`config.mk`:
```
export PLATFORM = sky130hd
export DESIGN_NAME = spimaster
export DESIGN_NICKNAME = d
export VERILOG_FILES = /design/src/rtl/spimaster.sv
export SDC_FILE = /design/constraint.sdc
export NUM_CORES = 1
export LEC_CHECK = 0
export ABC_AREA = 1
export CAP_MARGIN = 5
export CORE_ASPECT_RATIO = 0.5
export CORE_MARGIN = 1
export CORE_UTILIZATION = 58
export DETAILED_ROUTE_END_ITERATION = 12
export GPL_TIMING_DRIVEN = 0
export PLACE_DENSITY = 0.84
export SLEW_MARGIN = 20
export SYNTH_ARGS = -nofsm -noshare
export SYNTH_HDL_FRONTEND = slang
export SYNTH_SLANG_ARGS = --single-unit
```
`constraint.sdc`:
```
create_clock -name i_clk -period 2.3 [get_ports i_clk]
set_clock_uncertainty 0.05 [all_clocks]
set_input_delay 0.46 -clock i_clk [delete_from_list [all_inputs] [get_ports i_clk]]
set_output_delay 0.46 -clock i_clk [all_outputs]
set_load 0.01 [all_outputs]
```
`src/rtl/spimaster.sv`:
```
// SPI mode-0 master with active-high chip select. Streams bytes MSB-first on mosi and
// returns each byte shifted in from miso with a one-cycle rx_valid strobe.
module spimaster #(
  parameter int unsigned CLKDIV  = 4,
  parameter int unsigned CS_IDLE = 4
) (
  input  logic       i_clk,
  input  logic       i_rst_n,
  input  logic [7:0] i_tx_data,
  input  logic       i_tx_last,
  input  logic       i_tx_valid,
  output logic       o_tx_ready,
  output logic [7:0] o_rx_data,
  output logic       o_rx_valid,
  output logic       o_busy,
  output logic       o_sck,
  output logic       o_mosi,
  input  logic       i_miso,
  output logic       o_cs
);

  localparam int unsigned CntMax = (CLKDIV > CS_IDLE) ? CLKDIV : CS_IDLE;
  localparam int unsigned CntW   = $clog2(CntMax + 1);
  localparam logic [CntW-1:0] HalfLast = CntW'(CLKDIV - 1);
  localparam logic [CntW-1:0] TailLast = CntW'(CS_IDLE - 1);

  typedef enum logic [2:0] {
    StIdle,
    StLead,
    StHigh,
    StLow,
    StWait,
    StTail
  } state_e;

  state_e          r_state, w_state;
  logic [CntW-1:0] r_cnt, w_cnt;
  logic [3:0]      r_bit_cnt, w_bit_cnt;
  logic [7:0]      r_tx_shift, w_tx_shift;
  logic [7:0]      r_rx_shift, w_rx_shift;
  logic            r_last, w_last;
  logic [7:0]      r_rx_data, w_rx_data;
  logic            r_rx_valid, w_rx_valid;
  logic            r_sck, w_sck;
  logic            r_mosi, w_mosi;
  logic            r_cs, w_cs;
  logic            r_miso_meta, r_miso_sync;
  logic            w_half_done;
  logic            w_accept;

  always_ff @(posedge i_clk or negedge i_rst_n) begin
    if (!i_rst_n) begin
      r_miso_meta <= 1'b0;
      r_miso_sync <= 1'b0;
    end else begin
      r_miso_meta <= i_miso;
      r_miso_sync <= r_miso_meta;
    end
  end

  always_ff @(posedge i_clk or negedge i_rst_n) begin
    if (!i_rst_n) begin
      r_state    <= StIdle;
      r_cnt      <= '0;
      r_bit_cnt  <= '0;
      r_tx_shift <= '0;
      r_rx_shift <= '0;
      r_last     <= 1'b0;
      r_rx_data  <= '0;
      r_rx_valid <= 1'b0;
      r_sck      <= 1'b0;
      r_mosi     <= 1'b0;
      r_cs       <= 1'b0;
    end else begin
      r_state    <= w_state;
      r_cnt      <= w_cnt;
      r_bit_cnt  <= w_bit_cnt;
      r_tx_shift <= w_tx_shift;
      r_rx_shift <= w_rx_shift;
      r_last     <= w_last;
      r_rx_data  <= w_rx_data;
      r_rx_valid <= w_rx_valid;
      r_sck      <= w_sck;
      r_mosi     <= w_mosi;
      r_cs       <= w_cs;
    end
  end

  assign w_half_done = (r_cnt == HalfLast);
  assign w_accept    = i_tx_valid && (r_state == StIdle || r_state == StWait);

  always_comb begin
    w_state    = r_state;
    w_cnt      = r_cnt;
    w_bit_cnt  = r_bit_cnt;
    w_tx_shift = r_tx_shift;
    w_rx_shift = r_rx_shift;
    w_last     = r_last;
    w_rx_data  = r_rx_data;
    w_rx_valid = 1'b0;
    w_sck      = r_sck;
    w_mosi     = r_mosi;
    w_cs       = r_cs;

    unique case (r_state)
      StIdle, StWait: begin
        if (w_accept) begin
          w_tx_shift = i_tx_data;
          w_last     = i_tx_last;
          w_mosi     = i_tx_data[7];
          w_cs       = 1'b1;
          w_cnt      = '0;
          w_bit_cnt  = '0;
          w_state    = StLead;
        end
      end
      StLead: begin
        if (w_half_done) begin
          w_sck      = 1'b1;
          w_cnt      = '0;
          w_rx_shift = {r_rx_shift[6:0], r_miso_sync};
          w_state    = StHigh;
        end else begin
          w_cnt = r_cnt + CntW'(1);
        end
      end
      StHigh: begin
        if (w_half_done) begin
          w_sck     = 1'b0;
          w_cnt     = '0;
          w_bit_cnt = r_bit_cnt + 4'd1;
          w_state   = StLow;
          // The 8th sample already sits in the rx shift register; mosi holds after the byte.
          if (r_bit_cnt == 4'd7) begin
            w_rx_data  = r_rx_shift;
            w_rx_valid = 1'b1;
          end else begin
            w_tx_shift = {r_tx_shift[6:0], 1'b0};
            w_mosi     = r_tx_shift[6];
          end
        end else begin
          w_cnt = r_cnt + CntW'(1);
        end
      end
      StLow: begin
        if (w_half_done) begin
          w_cnt = '0;
          if (r_bit_cnt != 4'd8) begin
            w_sck      = 1'b1;
            w_rx_shift = {r_rx_shift[6:0], r_miso_sync};
            w_state    = StHigh;
          end else if (r_last) begin
            w_cs    = 1'b0;
            w_state = StTail;
          end else begin
            w_state = StWait;
          end
        end else begin
          w_cnt = r_cnt + CntW'(1);
        end
      end
      StTail: begin
        if (r_cnt == TailLast) begin
          w_cnt   = '0;
          w_state = StIdle;
        end else begin
          w_cnt = r_cnt + CntW'(1);
        end
      end
      default: begin
        w_state = StIdle;
      end
    endcase
  end

  // Gated by reset so the stream never sees a ready while the block is held.
  assign o_tx_ready = i_rst_n && (r_state == StIdle || r_state == StWait);
  assign o_busy     = (r_state != StIdle);
  assign o_rx_data  = r_rx_data;
  assign o_rx_valid = r_rx_valid;
  assign o_sck      = r_sck;
  assign o_mosi     = r_mosi;
  assign o_cs       = r_cs;

endmodule

```
; ---- After elaboration in Yosys (flattened, before gate mapping)
; Index checks and enable logic that the tools add are counted.
[classes]
n_addsub = 2
n_eq_ne = 17
muxes = 39
n_reduce_logical = 21
[op_table]
columns = operator, n
row1 = $mux W3, 8
row2 = $mux W8, 3
row3 = $mux W7, 3
row4 = $ne A2 B2 Y1 const B, 9
row5 = $pmux W8 S2, 1
row6 = $mux W1, 15
row7 = $pmux W3 S5, 1
row8 = $reduce_and A5 Y1, 3
row9 = $pmux W7 S2, 1
row10 = $eq A3 B2 Y1 const B, 3
row11 = $mux W4, 2
row12 = $pmux W4 S2, 1
row13 = $reduce_and A4 Y1, 2
row14 = $reduce_bool A2 Y1, 4
row15 = $eq A3 B3 Y1 const B, 2
row16 = $pmux W3 S2, 1
row17 = $reduce_and A3 Y1, 2
row18 = $reduce_bool A3 Y1, 2
row19 = $add A4 B1 Y4 const B, 1
row20 = $eq A4 B3 Y1 const B, 1
row21 = $ne A4 B4 Y1 const B, 1
row22 = $pmux W1 S2, 2
row23 = $reduce_and A2 Y1, 2
row24 = $reduce_or A4 Y1, 1
row25 = 7 further kinds, 8
[word_totals]
regBits = 40
in_bits = 13
output_inout_bits = 14
word_cells = 92

; ---- Logic depth before layout (Yosys ltp)
; Gate-level depths: netlist (run 1).
[logic_depth]
ltp_word = 5
depth_mapped = 9
mapped_depth_nobuf = 8

; ---- Worst setup path before layout (run 1)
; No wires, ideal clock.
[synth_timing]
path_kind = reg2reg
start = register r_cnt[0]
end = register r_mosi (netlist: o_mosi)
setup_ns = 0.117
arrival_time_ns = 1.296
required_time_ns = 2.133
path_slack_ns = 0.837
path_stages_with_launch = 9
n_path_buf = 1
synth_period_minus_slack_ns = 1.463
path_cell_list = dfrtp_1 ha_1 nand2_2 inv_2 nor2_1 nor2_4 buf_4 nand3_1 nand2_1
[synth_via]
elab_chain_len = 3
[synth_rtl]
columns = item, line
row1 = from (decl), 37  ; logic [CntW-1:0] r_cnt, w_cnt;
row2 = from (signal assigned), 76  ; r_cnt <= w_cnt;
row3 = $eq A3 B2 Y1, 89  ; assign w_half_done = (r_cnt == HalfLast);
row4 = $ne A2 B2 Y1 (no source line), -
row5 = $reduce_and A4 Y1 (no source line), -
row6 = to (signal assigned), 84  ; r_mosi <= w_mosi;
row7 = to (decl), 45  ; logic r_mosi, w_mosi;
; Every way passes these cells.
; A chain may end at the register's enable or synchronous reset.

; ---- Worst setup path in the final report (run 1)
[layout_timing]
start = register r_state[1]
end = output port o_tx_ready
[layout_via]
elab_chain_len = 3
elab_cells_between_ends = 4
classes_between = eq/ne: 1 / reduce/logical: 3
[layout_rtl]
columns = item, line
row1 = from (decl), 36  ; state_e r_state, w_state;
row2 = from (signal assigned), 63  ; r_state <= StIdle;
row3 = from (signal assigned), 75  ; r_state <= w_state;
row4 = $eq A3 B3 Y1 / $logic_not A3 Y1 (equally long branches), 177  ; assign o_tx_ready = i_rst_n && (r_state == StIdle || r_state == StWait);
row5 = $logic_or A1 B1 Y1 *, 177
row6 = $logic_and A1 B1 Y1 *, 177
row7 = to (decl), 12  ; output logic o_tx_ready,
; Every way passes the cells marked *; elsewhere a longest branch is shown, timed or not.

==> results.md, run 1 <==
* Max cap viols at 0
* Vias in the first global route at 1404
* Fill cells at 246
* Cells after Synth at 238
* I/O pins at 27
* CP top delay family: buffers and inverters
* Tmin final at 2.188 ns
* Slew margin rel. at 0.6452
* Initial DRC count at 60
* Critical Path RT at 1.79 ns
* Synth warn at 0
* Slowest CP cell: clkdlybuf4s50_1
* CP cell instances: buf_2 -> nor2_4 -> inv_1 -> nor2_1 -> clkdlybuf4s50_1
* Fin Hold WS at 0.08522 ns
* # setup viols final at 0
* Mapped cell area at 1926 µm²
* Worst-path clk slew at 0.08 ns
* Syn nets at 254
* Leak Pwr at 1.278 nW
* Clk buf depth at 2
* Vias at 1624
* Die width at 83.49 µm
* Mapped Avg Cell Area at 8.091 µm²
* Total power per unit cell area at 523.3 nW/µm²
* CTS buffer count at 5
* Largest net degree at the start of global routing at 30
* Routability Congestion at 0.8564
* H-tree depth at 2
* PnR worst setup slack at 0.1124 ns
* Commonest cells after routing, fill and taps aside: 99 x nand2_1, 40 x dfrtp_1, 25 x clkdlybuf4s50_1
* Final period utilization at 0.9511
* Leading cell type in the layout, fill and taps excluded: nand2_1
* DR DRC count at 0
* Crit-path max FO at 7
* Clk Latency, worst-skew pair at 0.30 ns
* 1st-pass router iterations at 4
* Final hold vios at 0
* Status: finished clean
* Cell variety after synth at 22
* Clock root cell: clkbuf_8
* Diodes inserted at 0
* Worst-Margin Slew at 0.5304 ns
* Post-DR vias/cell at 5.172
* DP HPWL at 2686 µm
* Share of layout cells above drive strength 1 at 0.1131
* Starting density of the core at 0.6246
* Max incr delay on CP at 0.53 ns
* Grt ovf at 0
* First-pass GRT wire length at 6175 µm
* CP Buf/Inv Count at 3
* Port Buffers at 26
* Post-place setup slack at 0.08526 ns
* RSZ-0062 raised after global routing: no
* Routed Antenna Nets at 0
* Routed len/inst at 12.28 µm
* GRT Overall Usage at 0.2295
* Initial antenna violation count at 0
* Total power at 1.233 mW
* Hold Path Class: input port to async pin
* Arrival time worst endpoint at 1.68 ns
* Post-synthesis sequential area ratio at 0.5198
* WL final at 3855 µm
* Die Footprint at 3569 µm²
* Critical path launch point type: register
* DIE HEIGHT at 42.75 µm
* Row cnt at 14
* TritonCTS clock tree: built
* Finished Core Util at 0.7642
* CP Capture Type: output port
* Layout Area Growth over Synthesis at 22.35%
* Worst vdd ir at 0.0004365 V
* Critical path class: register to output port
* #FFs+latches synth at 40
* Slew Viols, Final at 0
* Fin nets at 289
* Max Clk Rate at 457.1 MHz
* Core area at 3083 µm²
* Clock Sinks at 40
synthesized netlist by cell type:
cell type,n,share of area
nand2_4,1,0.0058
nand2_1,99,0.19
nand2_2,2,0.0065
inv_1,23,0.045
nand3_4,2,0.018
ha_1,3,0.019
nand3_2,1,0.0052
a21oi_1,4,0.010
buf_6,2,0.012
o21ai_1,11,0.029
o21ai_0,9,0.023
nor2_4,2,0.012
clkbuf_1,1,0.0019
inv_2,4,0.0078
nor2_2,4,0.013
buf_4,2,0.0078
nand4_1,2,0.0065
nand3_1,16,0.042
dfrtp_1,40,0.52
xor2_1,1,0.0045
buf_2,1,0.0026
nor2_1,8,0.016
final cells by class:
type / count / area, µm² / share of cell area
clock inverter: 3 / 18.77 / 0.007966
inverter: 27 / 101.3 / 0.04302
tap: 40 / 50.05 / 0.02124
multi-input combinational: 165 / 782.0 / 0.3319
sequential: 40 / 1001 / 0.4249
timing repair buffer: 28 / 287.8 / 0.1221
clock buffer: 5 / 68.82 / 0.02921
buffer: 6 / 46.29 / 0.01965
per-layer routing:
metal | vias up | GRT usage | routed length, µm
met1 | 764 | 0.3005 | 1774
met5 | - | 0 | 0
met3 | 6 | 0.05253 | 200
li1 | 814 | - | -
met4 | 0 | 0.09153 | 55
met2 | 40 | 0.3803 | 1825
flip-flops by register name (all words and copies together), names as in the netlist:
name,count
r_last,1
o_mosi,1
r_cnt,3
o_rx_data,8
o_sck,1
r_miso_sync,1
o_rx_valid,1
r_bit_cnt,4
r_rx_shift,8
r_tx_shift,7
o_cs,1
r_state,3
r_miso_meta,1
worst paths after layout:
kind	cells past startpoint	endpoint	slack, ns	from
worst min-delay path	2	r_rx_shift[1]	0.09	i_rst_n
max in group asynchronous	2	r_bit_cnt[2]	1.17	i_rst_n
min in group i_clk	0	r_miso_sync	0.31	r_miso_meta
worst max register to register	8	r_tx_shift[5]	0.69	r_cnt[0]
worst max-delay path	5	o_tx_ready	0.11	r_state[1]
worst min register to register	0	r_miso_sync	0.31	r_miso_meta
power by group:
group / switching [mW] / internal [mW]
logic: 0.0254 / 0.0281
registers: 0.00455 / 0.710
clock network: 0.254 / 0.211
total: 0.284 / 0.949
cell families after synthesis:
logic type      after synthesis  synth area share
xor+xnor                      1          0.004549
fa+ha+maj                     3           0.01950
flops                        40            0.5198
simple gates                137            0.3171
compound gates               24           0.06238
buf+inv                      33           0.07666
timing repair:
action,4_1_cts,5_1_grt
gates resized for setup,0,2
hold buffers,0,1
endpoints found under the hold margin,0,12
setup buffers,0,0
setup endpoints to repair,0,1
stage by stage:
stage	setup TNS (ns)	instances	cell area, µm²
6_report	0	314	2356
2_1_floorplan	0	238	1926
3_3_place_gp	-10.83	304	2236
4_1_cts	0	313	2338
3_5_place_dp	0	305	2251
5_1_grt	0	314	2356
No activity file was read; power rests on OpenSTA's default activity.
==> inputs of run 2 (changes only) <==
--- a/config.mk
+++ b/config.mk
@@ -13,6 +13,7 @@
 export DETAILED_ROUTE_END_ITERATION = 12
 export GPL_TIMING_DRIVEN = 0
 export PLACE_DENSITY = 0.84
+export RECOVER_POWER = 25
 export SLEW_MARGIN = 20
 export SYNTH_ARGS = -nofsm -noshare
 export SYNTH_HDL_FRONTEND = slang
==> run 2 against run 1 <==
Against the previous run:
- count of clock-buffer cells in the layout stayed put
- final area decreased by 0.16%
- fmax about the same
- core utilization is 0.12 points lower
- sequential power barely moved
- sequential cell count unchanged
- via count down 0.18%
- global-route usage unchanged
- critical path depth stayed put
- worst setup slack about the same
- non-clock buffer count unchanged
- critical path type unchanged
- largest power group unchanged
- highest routed layer unchanged
==> results.md, run 2 (synthesized netlist as in run 1, its figures left out) <==
* CP cell instances: buf_2 -> nor2_4 -> inv_1 -> nor2_1 -> clkdlybuf4s50_1
* Leak Pwr at 1.274 nW (-0.27%)
* Diodes inserted at 0 (unchanged)
* First-pass GRT wire length at 6175 µm (unchanged)
* Post-place setup slack at 0.08526 ns (unchanged)
* Clock Sinks at 40 (unchanged)
* WL final at 3852 µm (about the same)
* Layout Area Growth over Synthesis at 22.16%
* GRT Overall Usage at 0.2295 (unchanged)
* Critical Path RT at 1.79 ns (about the same)
* Worst-Margin Slew at 0.5322 ns (+0.001789 ns)
* Final period utilization at 0.9511 (about the same)
* DP HPWL at 2686 µm (unchanged)
* RSZ-0062 raised after global routing: no
* Share of layout cells above drive strength 1 at 0.1095 (-0.003650)
* Initial DRC count at 60 (unchanged)
* Worst vdd ir at 0.0004363 V (about the same)
* Fin nets at 289 (unchanged)
* 1st-pass router iterations at 4 (unchanged)
* Max Clk Rate at 457.1 MHz (about the same)
* Worst-path clk slew at 0.08 ns (about the same)
* Clk Latency, worst-skew pair at 0.30 ns (about the same)
* Hold Path Class: input port to async pin
* Crit-path max FO at 7 (unchanged)
* Max cap viols at 0 (unchanged)
* Vias in the first global route at 1404 (unchanged)
* Grt ovf at 0 (unchanged)
* Finished Core Util at 0.7630 (-0.001218)
* Post-DR vias/cell at 5.162 (-0.18%)
* H-tree depth at 2 (unchanged)
* Vias at 1621 (-0.18%)
* Max incr delay on CP at 0.53 ns (about the same)
* Largest net degree at the start of global routing at 30 (unchanged)
* I/O pins at 27 (unchanged)
* Commonest cells after routing, fill and taps aside: 99 x nand2_1, 40 x dfrtp_1, 25 x clkdlybuf4s50_1
* CP Buf/Inv Count at 3 (unchanged)
* Routed len/inst at 12.27 µm (about the same)
* Setup bufs post-CTS at 0 (unchanged)
* Starting density of the core at 0.6246 (unchanged)
* Clock root cell: clkbuf_8
* CP top delay family: buffers and inverters
* Post-Place Cells at 305 (unchanged)
* R2r setup slk at 0.69 ns (about the same)
* Core area at 3083 µm² (unchanged)
* Initial antenna violation count at 0 (unchanged)
* Routed Antenna Nets at 0 (unchanged)
* Critical path class: register to output port
* TritonCTS clock tree: built
* Slowest CP cell: clkdlybuf4s50_1
* Final hold vios at 0 (unchanged)
* Die width at 83.49 µm (unchanged)
* Total power per unit cell area at 523.7 nW/µm² (about the same)
* Slew Viols, Final at 0 (unchanged)
* Die Footprint at 3569 µm² (unchanged)
* DR DRC count at 0 (unchanged)
* Arrival time worst endpoint at 1.68 ns (about the same)
* Leading cell type in the layout, fill and taps excluded: nand2_1
* Status: finished clean
* Fin Hold WS at 0.1666 ns (+0.08137 ns)
* Slew margin rel. at 0.6440 (-0.001196)
* CP Capture Type: output port
* Tmin final at 2.187 ns (-0.0001150 ns)
* Row cnt at 14 (unchanged)
* PnR worst setup slack at 0.1125 ns (+0.0001150 ns)
* Port Buffers at 26 (unchanged)
* Critical path launch point type: register
* CTS buffer count at 5 (unchanged)
* DIE HEIGHT at 42.75 µm (unchanged)
* # setup viols final at 0 (unchanged)
* Clk buf depth at 2 (unchanged)
* Final std cells w/o fill at 314 (unchanged)
* Routability Congestion at 0.8564 (unchanged)
-- run 2: changes by cell type in the layout (fill, tap and decap cells not counted) --
cell | previous run | this run
clkbuf_4 | 1 | 0
clkbuf_1 | 1 | 2
-- run 2: where the power goes --
group	leakage (nW)	total, mW	internal, mW	switching, mW
clock network	0.0479	0.465	0.211	0.253
logic	0.716	0.0528	0.0274	0.0254
registers	0.510	0.714	0.710	0.00455
total	1.27	1.23	0.949	0.283
-- run 2: repair_timing --
item                                   in CTS  in global routing
endpoints found under the hold margin       0                 12
gates resized for setup                     0                  2
setup endpoints to repair                   0                  1
hold buffers                                0                  1
-- run 2: routing by layer --
metal  global-route usage  wire (µm)
met2               0.3803       1814
met5                    0          0
met4              0.09153         55
met3              0.05253        215
met1               0.3005       1767
-- run 2: stage by stage --
step	setup TNS, ns	power (mW)	instance area, µm²
floorplan	0	0.7395	1926
global route	0	1.264	2352
CTS	0	1.234	2338
finish	0	1.232	2352
global placement	-10.83	0.7754	2236
detailed placement	0	0.7802	2251
-- run 2: final timing paths --
check / end / start / cells past startpoint
max: o_tx_ready / r_state[1] / 5
min: r_rx_shift[1] / i_rst_n / 2
max reg2reg: r_tx_shift[5] / r_cnt[0] / 8
min reg2reg: r_miso_sync / r_miso_meta / 0
max in group asynchronous: r_bit_cnt[2] / i_rst_n / 2
min in group i_clk: r_miso_sync / r_miso_meta / 0
-- run 2: final cells by class --
type | instances | area (µm²)
Multi-Input combinational cell | 165 | 782.0
Clock buffer | 5 | 68.82
Fill cell | 248 | 730.7
Timing Repair Buffer | 28 | 284.0
Sequential cell | 40 | 1001
Tap cell | 40 | 50.05
Buffer | 6 | 46.29
Clock inverter | 3 | 18.77
Inverter | 27 | 101.3
==> inputs of run 3 (changes only) <==
--- a/config.mk
+++ b/config.mk
@@ -9,10 +9,11 @@
 export CAP_MARGIN = 5
 export CORE_ASPECT_RATIO = 0.5
 export CORE_MARGIN = 1
-export CORE_UTILIZATION = 58
+export CORE_UTILIZATION = 66
 export DETAILED_ROUTE_END_ITERATION = 12
+export DONT_BUFFER_PORTS = 1
 export GPL_TIMING_DRIVEN = 0
-export PLACE_DENSITY = 0.84
+export PLACE_DENSITY = 0.82
 export RECOVER_POWER = 25
 export SLEW_MARGIN = 20
 export SYNTH_ARGS = -nofsm -noshare
==> run 3 against run 2 <==
Against the previous run:
- core utilization grew 2.5 points
- sequential power is essentially flat
- via count shrank 6.2%
- power grew 14%
- critical endpoint unchanged
==> results.md, run 3 (synthesized netlist as in run 1, its figures left out) <==
* Status: finished clean
* Routability Congestion at 0.8804 (+2.8%)
* I/O pins at 27 (unchanged)
* Sw frac at 0.1856 (-0.04441)
* PnR worst setup slack at 0.4948 ns (+0.3823 ns)
* Clock root cell: clkbuf_8
* First-pass GRT wire length at 5685 µm (-7.9%)
* Initial antenna violation count at 0 (unchanged)
* Placed cell areas at 1972 µm² (-12%)
* TritonCTS clock tree: built
* Post-CTS sizing at 0 (unchanged)
* CP Capture Type: output port
* DR DRC count at 0 (unchanged)
* Setup_tns at 0 ns (unchanged)
* Clock share of power at 0.471 (+0.094)
* Tmin final at 1.805 ns (-0.3823 ns)
* Die width at 78.39 µm (-6.1%)
* Final std cells w/o fill at 284 (-9.6%)
* DIE HEIGHT at 40.20 µm (-6.0%)
* Total power at 1.406 mW (+14%)
* GRT Overall Usage at 0.2552 (+0.02573)
* Critical Path RT at 1.79 ns (about the same)
* Leak Pwr at 1.191 nW (-6.5%)
* Share of layout cells above drive strength 1 at 0.1174 (+0.007920)
* Switching component of the power at 261.0 µW (-7.9%)
* Slowest CP cell: dfrtp_1
* RSZ-0062 raised after global routing: no
* CTS buffer count at 5 (unchanged)
* Starting density of the core at 0.7175 (+0.09289)
* Vias at 1521 (-6.2%)
* Max Clk Rate at 554.0 MHz (+21%)
* WL final at 3771 µm (-2.1%)
* Worst vdd ir at 0.0004628 V (+6.1%)
* Largest net degree at the start of global routing at 41 (+37%)
* Total power per unit cell area at 664.6 nW/µm² (+27%)
* Leading cell type in the layout, fill and taps excluded: nand2_1
* Post-place setup slack at 0.7020 ns (+0.6168 ns)
* Routed Antenna Nets at 0 (unchanged)
* Crit-path max FO at 7 (unchanged)
* Clk Latency, worst-skew pair at 0.29 ns (about the same)
* Fin nets at 263 (-9.0%)
* Post-DR vias/cell at 5.356 (+3.7%)
* Clock Sinks at 40 (unchanged)
* Slew Viols, Final at 0 (unchanged)
* Final hold vios at 0 (unchanged)
* Cell area after layout at 2116 µm² (-10%)
* Critical path class: register to output port
* 1st-pass router iterations at 4 (unchanged)
* Slew margin rel. at 0.3610 (-0.2830)
* Hold Path Class: input port to register
* Row cnt at 13 (-1)
* Max incr delay on CP at 0.36 ns (-0.17 ns)
* Vias in the first global route at 1275 (-9.2%)
* Layout Area Growth over Synthesis at 9.877%
* Critical path launch point type: register
* Max cap viols at 0 (unchanged)
* Worst-Margin Slew at 0.9585 ns (+0.4262 ns)
* Core area at 2684 µm² (-13%)
* Clk buf depth at 2 (unchanged)
* Post-Place Cells at 275 (-9.8%)
* Die Footprint at 3151 µm² (-12%)
* CP cell instances: buf_2 -> nor2_2 -> inv_1 -> nor2_1
* Diodes inserted at 0 (unchanged)
* Initial DRC count at 110 (+83%)
* Combinational power share at 0.021 (-0.022)
* H-tree depth at 2 (unchanged)
* Int Pwr at 1.145 mW (+21%)
* Flop pwr share at 0.508 (-0.072)
* Port Buffers at 0 (-100%)
* DP HPWL at 2479 µm (-7.7%)
* Routed len/inst at 13.28 µm (+8.2%)
* # setup viols final at 0 (unchanged)
* Worst-path clk slew at 0.08 ns (about the same)
* Final period utilization at 0.7849 (-0.1662)
* Arrival time worst endpoint at 1.30 ns (-0.38 ns)
* Commonest cells after routing, fill and taps aside: 99 x nand2_1, 40 x dfrtp_1, 23 x inv_1
* Grt ovf at 0 (unchanged)
-- run 3: cell count changes in the layout (fill, tap and decap cells not counted) --
cell,before,now
nor2_4,3,2
clkbuf_2,0,1
buf_12,1,0
nor2_2,3,4
clkbuf_1,2,1
clkdlybuf4s50_1,25,0
clkinv_4,1,0
clkinv_2,2,0
bufinv_16,0,2
-- run 3: area by class of cell --
| cell class | count | area [µm²] |
|---|---|---|
| clock buffers | 5 | 68.82 |
| fillers | 187 | 568.0 |
| plain buffers | 6 | 46.29 |
| clock inverters | 2 | 60.06 |
| repair buffers | 2 | 15.01 |
| inverters | 27 | 101.3 |
| multi-input cells | 165 | 777.0 |
| flip-flops and latches | 40 | 1001 |
| well taps | 37 | 46.29 |
-- run 3: critical path: cells and delay by family, from the launching register on --
| family | cells | cell delay [ns] |
|---|---|---|
| flip-flops | 1 | 0.36 |
| AND/OR/NAND/NOR | 2 | 0.39 |
| buffers and inverters | 2 | 0.27 |
-- run 3: metrics by stage --
stage	util	hold WS (ns)
4_1_cts	0.7939	0.1391
3_3_place_gp	0.7347	0.1153
3_5_place_dp	0.7347	0.1154
5_1_grt	0.7883	0.1298
6_report	0.7883	0.1522
2_1_floorplan	-	0.1144
-- run 3: repair_timing --
item / 4_1_cts / 5_1_grt
setup buffers: 0 / 0
endpoints found under the hold margin: 40 / 0
hold buffers: 2 / 0
-- run 3: per-layer routing --
layer	vias up	track usage	wire length, µm
met5	-	0	0
met4	0	0.06944	22
met3	4	0.07727	210
met2	40	0.4232	1735
met1	725	0.3382	1802
li1	752	-	-
-- run 3: power groups by stage --
stage / registers [mW] / logic (mW) / clock network (mW)
6_report: 0.715 / 0.0290 / 0.663
3_5_place_dp: 0.728 / 0.0142 / 0
2_1_floorplan: 0.727 / 0.0122 / 0
4_1_cts: 0.714 / 0.0337 / 0.672
5_1_grt: 0.715 / 0.0345 / 0.699
3_3_place_gp: 0.728 / 0.0135 / 0
-- run 3: path summary, 6_finish.rpt --
path / from / to / slack [ns] / depth (start not counted)
setup / recovery: r_state[1] / o_tx_ready / 0.49 / 4
hold / removal: i_miso / r_miso_meta / 0.15 / 0
max in group asynchronous: i_rst_n / r_tx_shift[2] / 0.77 / 2
hold reg to reg: r_miso_meta / r_miso_sync / 0.30 / 0
min in group asynchronous: i_rst_n / r_bit_cnt[1] / 0.83 / 2
setup reg to reg: r_cnt[0] / r_tx_shift[5] / 0.67 / 8
